## src/rtl/wddl_xor3_sequencer.sv

```systemverilog
// Precharge/evaluate sequencer for a 3-input WDDL word XOR datapath. It buffers one pending job
// and flags (sticky) any captured result whose rails are not complementary.
module wddl_xor3_sequencer #(
   parameter int unsigned WORD        = 32,
   parameter int unsigned PRE_CYCLES  = 1,
   parameter int unsigned EVAL_CYCLES = 1
) (
   input  logic            clk_i,
   input  logic            rst_i,
   input  logic            in_valid_i,
   output logic            in_ready_o,
   input  logic [WORD-1:0] a_t_i,
   input  logic [WORD-1:0] a_f_i,
   input  logic [WORD-1:0] b_t_i,
   input  logic [WORD-1:0] b_f_i,
   input  logic [WORD-1:0] c_t_i,
   input  logic [WORD-1:0] c_f_i,
   output logic [WORD-1:0] dp_in1_t_o,
   output logic [WORD-1:0] dp_in1_f_o,
   output logic [WORD-1:0] dp_in2_t_o,
   output logic [WORD-1:0] dp_in2_f_o,
   output logic [WORD-1:0] dp_in3_t_o,
   output logic [WORD-1:0] dp_in3_f_o,
   input  logic [WORD-1:0] dp_out_t_i,
   input  logic [WORD-1:0] dp_out_f_i,
   output logic            out_valid_o,
   input  logic            out_ready_i,
   output logic [WORD-1:0] res_t_o,
   output logic [WORD-1:0] res_f_o,
   output logic            fault_o
);

   localparam int unsigned CntMax = (PRE_CYCLES > EVAL_CYCLES) ? PRE_CYCLES : EVAL_CYCLES;
   localparam int unsigned CntW   = (CntMax < 2) ? 1 : $clog2(CntMax);
   localparam logic [CntW-1:0] PreLast  = CntW'(PRE_CYCLES - 1);
   localparam logic [CntW-1:0] EvalLast = CntW'(EVAL_CYCLES - 1);

   typedef enum logic [1:0] {StIdle, StPre, StEval, StOut} state_e;

   state_e                   state_q;
   logic [CntW-1:0]          cnt_q;
   logic                     in_ready_q;
   logic                     pend_q;
   logic                     out_valid_q;
   logic                     fault_q;
   logic [2:0][WORD-1:0]     op_t_q;
   logic [2:0][WORD-1:0]     op_f_q;
   logic [2:0][WORD-1:0]     dp_t_q;
   logic [2:0][WORD-1:0]     dp_f_q;
   logic [WORD-1:0]          res_t_q;
   logic [WORD-1:0]          res_f_q;
   logic                     accept;

   // in_ready_q is only ever high in StIdle and StOut, so accept implies one of those states.
   assign accept = in_valid_i & in_ready_q;

   always_ff @(posedge clk_i or posedge rst_i) begin
      if (rst_i) begin
         state_q     <= StIdle;
         cnt_q       <= '0;
         in_ready_q  <= 1'b0;
         pend_q      <= 1'b0;
         out_valid_q <= 1'b0;
         fault_q     <= 1'b0;
         op_t_q      <= '0;
         op_f_q      <= '0;
         dp_t_q      <= '0;
         dp_f_q      <= '0;
         res_t_q     <= '0;
         res_f_q     <= '0;
      end else begin
         if (accept) begin
            op_t_q <= {c_t_i, b_t_i, a_t_i};
            op_f_q <= {c_f_i, b_f_i, a_f_i};
         end
         unique case (state_q)
            StIdle: begin
               in_ready_q <= 1'b1;
               if (accept) begin
                  in_ready_q <= 1'b0;
                  cnt_q      <= '0;
                  state_q    <= StPre;
               end
            end
            StPre: begin
               if (cnt_q == PreLast) begin
                  cnt_q   <= '0;
                  dp_t_q  <= op_t_q;
                  dp_f_q  <= op_f_q;
                  state_q <= StEval;
               end else begin
                  cnt_q <= cnt_q + 1'b1;
               end
            end
            StEval: begin
               if (cnt_q == EvalLast) begin
                  cnt_q       <= '0;
                  res_t_q     <= dp_out_t_i;
                  res_f_q     <= dp_out_f_i;
                  // Any rail pair reading 00 or 11 marks a fault or glitch in the datapath.
                  if ((dp_out_t_i ^ dp_out_f_i) != '1) fault_q <= 1'b1;
                  dp_t_q      <= '0;
                  dp_f_q      <= '0;
                  out_valid_q <= 1'b1;
                  in_ready_q  <= 1'b1;
                  state_q     <= StOut;
               end else begin
                  cnt_q <= cnt_q + 1'b1;
               end
            end
            StOut: begin
               if (accept) begin
                  pend_q     <= 1'b1;
                  in_ready_q <= 1'b0;
               end
               if (out_ready_i) begin
                  out_valid_q <= 1'b0;
                  res_t_q     <= '0;
                  res_f_q     <= '0;
                  pend_q      <= 1'b0;
                  if (pend_q || accept) begin
                     in_ready_q <= 1'b0;
                     state_q    <= StPre;
                  end else begin
                     in_ready_q <= 1'b1;
                     state_q    <= StIdle;
                  end
               end
            end
         endcase
      end
   end

   assign in_ready_o  = in_ready_q;
   assign out_valid_o = out_valid_q;
   assign fault_o     = fault_q;
   assign res_t_o     = res_t_q;
   assign res_f_o     = res_f_q;
   assign dp_in1_t_o  = dp_t_q[0];
   assign dp_in1_f_o  = dp_f_q[0];
   assign dp_in2_t_o  = dp_t_q[1];
   assign dp_in2_f_o  = dp_f_q[1];
   assign dp_in3_t_o  = dp_t_q[2];
   assign dp_in3_f_o  = dp_f_q[2];

endmodule
```

## config.mk

```make
export PLATFORM = sky130hd
export DESIGN_NAME = wddl_xor3_sequencer
export DESIGN_NICKNAME = d
export VERILOG_FILES = /design/src/rtl/wddl_xor3_sequencer.sv
export SDC_FILE = /design/constraint.sdc
export NUM_CORES = 1
export LEC_CHECK = 0
export ABC_AREA = 1
export BUFFER_PORTS_ARGS = -buffer_cell sky130_fd_sc_hd__buf_2
export CORE_ASPECT_RATIO = 2
export CORE_MARGIN = 1
export CORE_UTILIZATION = 35
export DETAILED_ROUTE_END_ITERATION = 6
export GPL_TIMING_DRIVEN = 0
export SKIP_LAST_GASP = 1
export SYNTH_ARGS = -nofsm -noshare
export SYNTH_HDL_FRONTEND = slang
export SYNTH_SLANG_ARGS = --single-unit
```

## constraint.sdc

```tcl
create_clock -name clk_i -period 23.9 [get_ports clk_i]
set_clock_uncertainty 0.15 [all_clocks]
set_input_delay 7.17 -clock clk_i [delete_from_list [all_inputs] [get_ports clk_i]]
set_output_delay 7.17 -clock clk_i [all_outputs]
set_load 0.02 [all_outputs]
```

==> results.ini <==
[timing]
period_needed_ps = 8600
setup_viol = 0
slew_viol_final = 0
relSlewSlack_pct = 50.0
fin_setup_tns_ps = 0
hold_viol_final = 0
fin_ws_ps = 15300
finalCritPeriodShare_pct = 36.0
fmax_mhz = 116
rsz0062_at_grt = no
tightest_slew_ps = 750

[cells_and_area]
syn_to_final_growth_pct = 27.6
final_core_util_pct = 45.3
fin_cells = 3255
nets = 2827
design_area_mm2 = 0.0227
final_layout_size_suffix_gt1_share_pct = 25.3

[synth]
syn_area_per_cell_um2 = 8.93
ys.flop_type = dfrtp_1
yosys_warnings = 0
synth_area_mm2 = 0.0178
synth_common_cells = 767 x nand2_1, 454 x dfrtp_1, 218 x o21ai_0
synth_edf_count = 0
synth_nets = 2262
synth_most_common_cell = nand2_1
yosys.area.top_type = dfrtp_1
synth_seq_cells = 454
syn_inst = 1997
synth-async-reset-ratio_pct = 100
synth_top_area_share_pct = 63.7
synth_area_leaders = dfrtp_1 64%, nand2_1 16%, o21ai_0 6.1%, inv_1 4.4%, nand3_1 3.8%
ys_seq_area_share_pct = 63.7
synth_cell_types = 17

[place]
portBuffers = 518
dpl-instance-area_mm2 = 0.0213
dp_slack_ps = 14640
dp_cells = 3167
gp_congestion = 0.914
hpwl_mm = 42.8

[global_routing]
grt_pass1_vias = 15767
grt_max_degree = 132
grt.total_usage_pct = 21.8
grt_pass1_wl_mm = 87.1
grt_antenna_before_repair = 16
grt.overflow.total = 0

[drt]
drc = 0
first_pass_iters = 5
drtIter0Drc = 1002
routedWlPerCell_um = 17.5
vias = 15322
wirelength_mm = 56.9
vias_per_cell = 4.71
drtAntennaViolNets = 0

[worst_hold_path]
min-delay-start = dp_in1_t_o[25]
hold_class = flop to flop
min_to = dp_in1_t_o[25]
hold_depth = 2

[setup_path]
crit_fanout = 131
critPathTopFamily = buffers and inverters
slowest_delay_ps = 500
r2r-start = state_q[0]
path_cells = buf_2 -> inv_8 -> buf_16 -> buf_16
worstPathArrival_ps = 9060
endpoint_kind = asynchronous set/reset pin
rrSetupSlack_ps = 21500
critPathBufInv = 4
crit_slowest_cell = buf_16
worstRegToRegCells = 6
start_kind = input pin
timing.rr.end = res_f_o[30]
path_class = input pin to asynchronous set/reset pin
critPathMostFrequentCell = buf_16
cp.required_ps = 24360

[clocking]
post_cts_buffers = 0
cts-hold-fix-buffers = 0
cts_tree = done
clk_path_buf_depth = 3
cts_sinks = 454
cts_buffers = 42
cts_htree_levels = 2
postCtsResizedCells = 0
clk_pin_slew_ps = 60
cts_root_buffer = clkbuf_16
clk_latency_ps = 560

[pwr]
ir_worst_vdd_uv = 82.5
leakagePower_uw = 0.0126
power_density_mw_per_mm2 = 146

[die]
num_rows = 116
die_w_um = 162
die_area_mm2 = 0.0519
start_util_pct = 35.5
coreArea_mm2 = 0.0502
num_io_pins = 519
fp.dieH_um = 321

[outcome]
status = complete, no violations

[job]
cap_viol_max_count = 0

-- stage by stage --
stage	total power, uW	hold slack [ps]
2_1_floorplan	2110	299
3_3_place_gp	2630	296
3_5_place_dp	2670	304
4_1_cts	3370	320
5_1_grt	3560	345
6_report	3320	325
-- sequential cells by signal (all words and copies together), names as in the netlist --
name and count:
op_f_q 96, op_t_q 96, dp_in1_f_o 32, dp_in1_t_o 32, dp_in2_f_o 32, dp_in2_t_o 32, dp_in3_f_o 32, dp_in3_t_o 32
res_f_o 32, res_t_o 32, state_q 2, fault_o 1, in_ready_o 1, out_valid_o 1, pend_q 1
-- cell type report --
| class | instances | area [um^2] |
|---|---|---|
| fillers | 4981 | 27500 |
| flip-flops and latches | 454 | 11400 |
| multi-input cells | 1219 | 5160 |
| repair buffers | 521 | 2680 |
| clock buffers | 69 | 1340 |
| well taps | 649 | 812 |
| inverters | 213 | 807 |
| plain buffers | 111 | 502 |
| clock inverters | 5 | 53.8 |
| diodes | 14 | 35.0 |
-- worst register-to-register path, cell delays in order (launching register included) --
cell and delay, ps:
dfrtp_1 420, inv_1 150, ha_1 310, inv_2 210, a21oi_2 540, buf_2 370, o21ai_0 140
-- cells by family after synthesis --
| kind of cell | after synthesis | synth area share, % |
|---|---|---|
| flops | 454 | 63.7 |
| buf+inv | 324 | 7.30 |
| fa+ha+maj | 5 | 0.351 |
| compound gates | 263 | 7.61 |
| xor+xnor | 1 | 0.0491 |
| simple gates | 950 | 20.9 |
-- metal layers --
layer	vias up	part of all wire, %	track usage, %
met1	7274	38	24.2
met4	6	5.4	12.5
met5	-	0.053	0
met2	563	50	38.1
met3	146	6.5	4.87
li1	7333	-	-
-- worst max path at each step --
stage               start              to  cells past startpoint  slack, ps
floorplan           rst_i   dp_in1_f_o[0]                      1       3920
global placement    rst_i  dp_in2_t_o[28]                      2       -710
detailed placement  rst_i  dp_in2_t_o[30]                      4      14640
CTS                 rst_i  dp_in2_t_o[30]                      4      15250
global route        rst_i      op_t_q[55]                      4      14970
finish              rst_i  dp_in3_t_o[23]                      4      15300
-- power breakdown --
part           total, uW  internal, uW  switching, uW
combinational       1400           405            992
sequential          1240          1090            150
clock                684           392            292
total               3320          1890           1430
-- cells in the final DEF (no fill, tap or decap), drive strengths merged --
| cell | n |
|---|---|
| nand2 | 767 |
| buf | 595 |
| dfrtp | 454 |
| o21ai | 229 |
| inv | 213 |
| nand3 | 134 |
| clkbuf | 106 |
| nor2 | 49 |
| o22ai | 28 |
| diode | 14 |
| ha | 5 |
| a21oi | 5 |
| clkinv | 4 |
| xor2 | 1 |
| a31oi | 1 |
| bufinv | 1 |
(Power assumes the default switching activity.)
